[src/rtl/cellchk_pkg.sv]
// cellchk_pkg: shared types and widths for the cell truth-table sequencer
package cellchk_pkg;
  typedef enum logic {IDLE, WAIT} state_t;
  localparam int N_MAX = 4;
  localparam int TMR_W = 4;
endpackage

[src/rtl/cell_vector_sequencer_if.sv]
// cell_vector_sequencer_if: control, cell-drive and result signals of the sequencer
interface cell_vector_sequencer_if #(parameter int N_IN = 2);
  logic                 START;
  logic [2**N_IN-1:0]   TT;
  logic [N_IN-1:0]      VEC;
  logic                 Y;
  logic                 BUSY;
  logic                 DONE;
  logic [N_IN:0]        ERRCNT;
  logic [N_IN-1:0]      FIRSTERR;
  modport master(input START, TT, Y, output VEC, BUSY, DONE, ERRCNT, FIRSTERR);
  modport slave(output START, TT, Y, input VEC, BUSY, DONE, ERRCNT, FIRSTERR);
endinterface

[src/rtl/cell_vector_sequencer_settle_timer.sv]
// settle_timer: loadable down-counter flagging when the settle window has elapsed
module settle_timer
  import cellchk_pkg::*;
(
  input  logic             i_clk,
  input  logic             i_rst_n,
  input  logic             i_load,
  input  logic             i_dec,
  input  logic [TMR_W-1:0] i_val,
  output logic             o_zero
);
  logic [TMR_W-1:0] r_cnt;
  always_ff @(posedge i_clk) begin
    if (!i_rst_n) r_cnt <= '0;
    else if (i_load) r_cnt <= i_val;
    else if (i_dec && r_cnt != '0) r_cnt <= r_cnt - 1'b1;
  end
  assign o_zero = r_cnt == '0;
endmodule

[src/rtl/cell_vector_sequencer.sv]
// cell_vector_sequencer: walks every input vector of a cell and counts Y mismatches
module cell_vector_sequencer
  import cellchk_pkg::*;
#(
  parameter int N_IN   = 2,
  parameter int SETTLE = 1
)(
  input logic CLK,
  input logic R,
  cell_vector_sequencer_if.master bus
);
  localparam logic [N_IN-1:0] VMAX = '1;
  state_t             r_state, w_next;
  logic [2**N_IN-1:0] r_tt;
  logic [N_IN-1:0]    r_vec, r_firsterr;
  logic [N_IN:0]      r_errcnt;
  logic               r_busy, r_done;
  logic               w_zero, w_start, w_sample, w_last, w_mis, w_load, w_dec;
  settle_timer u_timer (
    .i_clk  (CLK),
    .i_rst_n(R),
    .i_load (w_load),
    .i_dec  (w_dec),
    .i_val  (TMR_W'(SETTLE)),
    .o_zero (w_zero)
  );
  always_ff @(posedge CLK) r_state <= !R ? IDLE : w_next;
  // case inequality so that X/Z on Y is reported as a mismatch
  always_comb begin
    w_start  = r_state == IDLE && bus.START;
    w_sample = r_state == WAIT && w_zero;
    w_last   = r_vec == VMAX;
    w_mis    = w_sample && (bus.Y !== r_tt[r_vec]);
    w_load   = w_start || (w_sample && !w_last);
    w_dec    = r_state == WAIT && !w_zero;
    w_next   = r_state == IDLE ? (bus.START ? WAIT : IDLE) : (w_sample && w_last ? IDLE : WAIT);
  end
  always_ff @(posedge CLK) begin
    if (!R) begin
      r_tt       <= '0;
      r_vec      <= '0;
      r_firsterr <= '0;
      r_errcnt   <= '0;
      r_busy     <= 1'b0;
      r_done     <= 1'b0;
    end else begin
      r_done <= w_sample && w_last;
      if (w_start) begin
        r_tt       <= bus.TT;
        r_vec      <= '0;
        r_firsterr <= '0;
        r_errcnt   <= '0;
        r_busy     <= 1'b1;
      end else if (w_sample) begin
        if (w_mis) r_errcnt <= r_errcnt + 1'b1;
        if (w_mis && r_errcnt == '0) r_firsterr <= r_vec;
        r_vec <= w_last ? '0 : r_vec + 1'b1;
        if (w_last) r_busy <= 1'b0;
      end
    end
  end
  assign bus.VEC      = r_vec;
  assign bus.BUSY     = r_busy;
  assign bus.DONE     = r_done;
  assign bus.ERRCNT   = r_errcnt;
  assign bus.FIRSTERR = r_firsterr;
endmodule

[src/flat_wrapper.sv]
// flat-port wrapper written by rule: the top's interface ports become plain ports
module cell_vector_sequencer_flat import cellchk_pkg::*;
#(
  parameter int N_IN   = 2,
  parameter int SETTLE = 1
)
  (CLK, R, bus_START, bus_TT, bus_Y, bus_VEC, bus_BUSY, bus_DONE, bus_ERRCNT, bus_FIRSTERR);
  cell_vector_sequencer_if #(.N_IN(N_IN)) bus_i ();
  input logic CLK;
  input logic R;
  input wire logic [$bits(bus_i.START)-1:0] bus_START;
  input wire logic [$bits(bus_i.TT)-1:0] bus_TT;
  input wire logic [$bits(bus_i.Y)-1:0] bus_Y;
  output wire logic [$bits(bus_i.VEC)-1:0] bus_VEC;
  output wire logic [$bits(bus_i.BUSY)-1:0] bus_BUSY;
  output wire logic [$bits(bus_i.DONE)-1:0] bus_DONE;
  output wire logic [$bits(bus_i.ERRCNT)-1:0] bus_ERRCNT;
  output wire logic [$bits(bus_i.FIRSTERR)-1:0] bus_FIRSTERR;
  assign bus_i.START = bus_START;
  assign bus_i.TT = bus_TT;
  assign bus_i.Y = bus_Y;
  assign bus_VEC = bus_i.VEC;
  assign bus_BUSY = bus_i.BUSY;
  assign bus_DONE = bus_i.DONE;
  assign bus_ERRCNT = bus_i.ERRCNT;
  assign bus_FIRSTERR = bus_i.FIRSTERR;
  cell_vector_sequencer #(.N_IN(N_IN), .SETTLE(SETTLE)) u_core (.CLK(CLK), .R(R), .bus(bus_i));
endmodule
[config.mk]
export PLATFORM = sky130hd
export DESIGN_NAME = cell_vector_sequencer_flat
export DESIGN_NICKNAME = d
export VERILOG_FILES = /design/src/rtl/cellchk_pkg.sv /design/src/rtl/cell_vector_sequencer_if.sv /design/src/rtl/cell_vector_sequencer_settle_timer.sv /design/src/rtl/cell_vector_sequencer.sv /design/src/flat_wrapper.sv
export SDC_FILE = /design/constraint.sdc
export NUM_CORES = 1
export LEC_CHECK = 0
export BUFFER_PORTS_ARGS = -buffer_cell sky130_fd_sc_hd__clkbuf_2
export CELL_PAD_IN_SITES_DETAIL_PLACEMENT = 0
export CELL_PAD_IN_SITES_GLOBAL_PLACEMENT = 2
export CORE_MARGIN = 2
export CORE_UTILIZATION = 36
export CTS_BUF_LIST = sky130_fd_sc_hd__clkbuf_8
export CTS_CLUSTER_DIAMETER = 60
export CTS_CLUSTER_SIZE = 24
export DETAILED_ROUTE_END_ITERATION = 8
export GPL_TIMING_DRIVEN = 0
export PLACE_DENSITY_LB_ADDON = 0.1
export SYNTH_ARGS = -nofsm -noshare
export SYNTH_HDL_FRONTEND = slang
export SYNTH_SLANG_ARGS = --single-unit
export TNS_END_PERCENT = 20
[constraint.sdc]
create_clock -name CLK -period 5 [get_ports CLK]
set_input_delay 1 -clock CLK [delete_from_list [all_inputs] [get_ports CLK]]
set_output_delay 1 -clock CLK [all_outputs]
set_load 0.02 [all_outputs]
; After elaboration in Yosys (flattened, before gate mapping)
; Cells that the tools add are included.
[op_classes]
add_sub_neg = 3
n_mul = 0
div_mod_pow = 0
magnitude_cmp = 1
n_eq_ne = 2
shifts = 0
muxes = 11
bitwise_logic = 2
n_reduce_logical = 22
[ops]
columns = operator, n
row1 = $mux W1, 9
row2 = $logic_and A1 B1 Y1, 8
row3 = $reduce_and A2 Y1, 3
row4 = $reduce_bool A2 Y1, 3
row5 = $logic_not A4 Y1, 1
row6 = $reduce_bool A4 Y1, 1
row7 = $reduce_or A2 Y1, 2
row8 = $sub A4 B1 Y4 const B, 1
row9 = $add A3 B1 Y3 const B, 1
row10 = $logic_not A3 Y1, 1
row11 = $lt A2 B3 Y1 const B, 1
row12 = $add A2 B1 Y2 const B, 1
row13 = $bmux W1 S2, 1
row14 = $eq A2 B2 Y1 const B, 1
row15 = $logic_not A1 Y1, 2
row16 = $mux W2, 1
row17 = $not A1 Y1, 2
row18 = $logic_or A1 B1 Y1, 1
row19 = $nex A1 B1 Y1, 1
[totals]
reg_bits = 18
latch_bits = 0
ramBits = 0
mem_bits_ro = 0
input_bits = 8
out_inout_bits = 9
word_cells = 50
n_memories = 0

; Depth between registers and ports, before layout
[depth]
ltp_word = 6
ltp_mapped = 7
ltp_nobuf = 6

; Hierarchy
; Synthesis repeated with hierarchy kept, for this count alone.
[hier_totals]
hier_cells = 106
area_unflattened_um2 = 875.8
[by_module_without_submodules]
columns = mod, instances, cells_each, area_each_um2, seq_area_each_um2
row1 = cell_vector_sequencer, 1, 75, 619.3, 280.3
row2 = settle_timer, 1, 31, 256.5, 80.1

; Worst setup path before layout
; No wires, ideal clock.
[synth_path]
kind = in2reg
start = input bus_START
end = register u_core.r_vec[0] (netlist: u_core.bus.VEC[0])
setup_ns = 0.126
t_arrival_ns = 1.819
t_required_ns = 4.874
setup_slack_ns = 3.055
stages = 5
n_path_buf = 2
cell_sequence = nor2b_1 > clkbuf_1 > nand2b_1 > clkbuf_1 > nor2_1
[synth_between]
elab_chain_len = 2
[synth_lines]
columns = element, line
row1 = start: declaration, flat_wrapper.sv:11  ; input wire logic [$bits(bus_i.START)-1:0] bus_START;
row2 = $logic_and A1 B1 Y1, cell_vector_sequencer.sv:30  ; w_start = r_state == IDLE && bus.START;
row3 = $reduce_or A2 Y1 (no line), n/a
row4 = end signal: assignment, cell_vector_sequencer.sv:57  ; r_vec <= w_last ? '0 : r_vec + 1'b1;
row5 = end: declaration, cell_vector_sequencer.sv:15  ; logic [N_IN-1:0] r_vec, r_firsterr;
; No other way between the ends.
; A chain may end at the register's enable or synchronous reset.

; Worst setup path in the final report
[layout_path]
start = input bus_START
end = register u_core.u_timer.r_cnt[2]
[layout_between]
elab_chain_len = 3
[layout_lines]
columns = element, line
row1 = $logic_and A1 B1 Y1, cell_vector_sequencer.sv:30
row2 = $logic_or A1 B1 Y1, cell_vector_sequencer.sv:34  ; w_load = w_start || (w_sample && !w_last);
row3 = $reduce_or A2 Y1 (no line), n/a
row4 = end signal: assignment, cell_vector_sequencer_settle_timer.sv:15  ; else if (i_load) r_cnt <= i_val;
row5 = end signal: assignment, cell_vector_sequencer_settle_timer.sv:16  ; else if (i_dec && r_cnt != '0) r_cnt <= r_cnt - 1'b1;
row6 = end: declaration, cell_vector_sequencer_settle_timer.sv:12  ; logic [TMR_W-1:0] r_cnt;
; No other way between the ends.

==> metrics <==
Max VDD drop 0.206 mV; largest net degree at the start of global routing 11; slack of the critical path slightly above 3 ns; Hold Vio Cnt, Final 0; n_diodes 0; CTS Buf Count 3; Initial Util a little under two fifths; fin crit share roughly two fifths; Routed WL ~1.7 mm; antenna viol nets, final 0; drt wl/cell about 12 µm; clk sinks 18; setup TNS 0 ns; Tot GR Track Use between 10% and 20%; Crit Path Max Fanout 9; vias in the first global route 631; syn_area_per_cell 9.22 µm²; H-tree Lvls 1; Post-CTS Hold Buffers 0; Vias 703; static leakage around 0.42 nW; io pins 17; maximum clock rate slightly above 500 MHz; reg2reg start u_core.bus.VEC[0]$_SDFFE_PP0P_; Placed Area roughly 970 µm²; critical path class in2reg; total grt overflow 0; die width 52.8 µm; Tightest Hold Check Type reg2reg; Die H 52.8 µm; status finished, final reports clean; Pwr Density around 300 mW/mm²; Seq cells post-synth 18; DR vias/cell between 4 and 5; Unique masters post-synth 26; ranking of synthesized cells by area dfxtp_1 (42%), a21oi_1 (7.0%), nor2_1 (6.6%), ha_1 (5.8%), mux2i_1 (4.7%); final instance area 0.00103 mm²; Post-DP HPWL roughly 1.2 mm; Hold Path End u_core.bus.FIRSTERR[0]$_SDFFE_PP0P_; number of max-cap violations 0; CP endpoint kind flip-flop; Fin Hold WS roughly 0.48 ns; cell taking the most area after synthesis dfxtp_1; Slew HR 71.6%; # nets final around 130; cells on worst reg2reg path 4; Root Buffer clkbuf_8; initial antenna violation count 0; Least-Margin Pin Slew between 0.4 and 0.5 ns; postcts setup bufs 0; clk slew on worst S/H paths roughly 0.07 ns; startpoint types input pin; Clk Latency, worst-skew pair approximately 0.26 ns; row cnt 17; # fillers ~250; post-synth top area share between 40% and 50%; area of the mapped netlist between 800 and 900 µm²; Yosys warning total 0; Final setup viols 0; CTS tree done; sequential share of the synthesized area a little over two fifths; layout cells sized above 1 roughly a fifth; clock buffer depth 2; router iterations before antenna repair 4; DRC errors left 0; Cells on Worst Hold Path 2; critical path arrival approximately 2.1 ns; Post-CTS Resized 0; Reg-to-Reg End u_core.bus.ERRCNT[2]$_SDFFE_PP0P_; clk_skew 0.00177 ns; worst reg2reg setup slack 3.11 ns; hold_sp u_core.bus.FIRSTERR[0]$_SDFFE_PP0P_; gpl congestion between 0.6 and 0.7; Req. time, crit path 5.14 ns; Setup WS pre-CTS 2.73 ns; core area 0.00223 mm²; Post-Syn Nets about 110; Final Critical Period a little under 2 ns; first-pass GRT wire length ~2.9 mm; Mapped Cells 93; RSZ-0062 raised after global routing false; Port Buffers 16; Initial DRC Count 10; Die ar. 0.00279 mm²; max-slew violations 0; area delta synth->final 19.9%
## power by group
| part | switching (W) | internal [W] |
|---|---|---|
| Combinational | 0.0000246 | 0.0000169 |
| Clock | 0.0000514 | 0.0000701 |
| Sequential | 0.00000542 | 0.000149 |
| Total | 0.0000814 | 0.000236 |
## cells by family after synthesis
kind of cell | Yosys count | synth area share (%)
compound gates | 21 | 14.6
simple gates | 34 | 20.3
mux | 5 | 7.30
xor+xnor | 2 | 2.92
fa+ha+maj | 4 | 5.84
flops | 18 | 42.0
buf+inv | 9 | 7.01
## per-stage QoR
| stage | util, % | std cells | total power (W) |
|---|---|---|---|
| after global placement | 43.5 | 137 | 0.000199 |
| after global routing | 46.0 | 141 | 0.000335 |
| after CTS | 46.0 | 141 | 0.000321 |
| after detailed placement | 43.5 | 137 | 0.000199 |
| after floorplan | - | 93 | 0.000187 |
| final | 46.0 | 141 | 0.000317 |
## flip-flops by register name (all words and copies together), names as in the netlist
name	count
u_core.bus.BUSY	1
u_core.bus.ERRCNT	3
u_core.bus.VEC	2
u_core.r_state	1
u_core.u_timer.r_cnt	4
u_core.bus.FIRSTERR	2
u_core.r_tt	4
u_core.bus.DONE	1
## area by class of cell
class / count / area (µm²) / share of cell area (%)
Buffer: 3 / 11.3 / 1.10
Timing Repair Buffer: 16 / 80.1 / 7.80
Sequential cell: 18 / 360 / 35.1
Inverter: 6 / 48.8 / 4.75
Multi-Input combinational cell: 66 / 437 / 42.5
Tap cell: 28 / 35.0 / 3.41
Clock buffer: 4 / 55.1 / 5.36
## critical path: stages
cell	delay, ns
clkbuf_2	0.08
nor2b_1	0.12
clkbuf_1	0.32
nand2b_1	0.16
clkbuf_1	0.35
nor2_1	0.09
## metal layers
layer	part of all wire, %	track usage [%]	wire [µm]
met3	3.8	5.14	63
met4	1.3	5.13	21
met2	47	21.7	785
met5	0	0	0
met1	48	19.1	801
## worst max-delay path by stage
stage,slack (ns),from,depth (start not counted),end
CTS,3.01,bus_START,6,u_core.bus.VEC[0]$_SDFFE_PP0P_
global route,2.87,bus_START,6,u_core.bus.ERRCNT[2]$_SDFFE_PP0P_
finish,3.02,bus_START,6,u_core.u_timer.r_cnt[2]$_SDFFE_PP0P_
detailed placement,2.73,bus_START,6,u_core.u_timer.r_cnt[2]$_SDFFE_PP0P_
floorplan,3.05,bus_START,5,u_core.bus.VEC[0]$_SDFFE_PP0P_
global placement,2.73,bus_START,6,u_core.bus.VEC[0]$_SDFFE_PP0P_
## cells in the mapped netlist, drive strengths merged
cell type  instances
a21bo              1
nor2              15
o21a               1
or4b               1
inv                5
mux2i              4
mux4               1
nor3               2
nand4bb            1
xnor2              1
xor2               1
dfxtp             18
nand2b             2
nor3b              1
nand2              4
o31ai              3
o21ai              2
clkbuf             3
ha                 4
clkinv             1
a21oi             12
or4                1
and4bb             1
a211oi             2
nand3              5
nor2b              1
## layout by cell type, fill, tap and decap left out, types with 4 or more instances in the layout
master | synthesis | layout
clkbuf_2 | 0 | 16
nand3_1 | 5 | 5
dfxtp_1 | 18 | 18
inv_1 | 5 | 5
clkbuf_8 | 0 | 4
a21oi_1 | 12 | 12
nand2_1 | 4 | 4
ha_1 | 4 | 4
mux2i_1 | 4 | 4
nor2_1 | 15 | 15
Note: power is estimated with default switching activity, not from simulation.
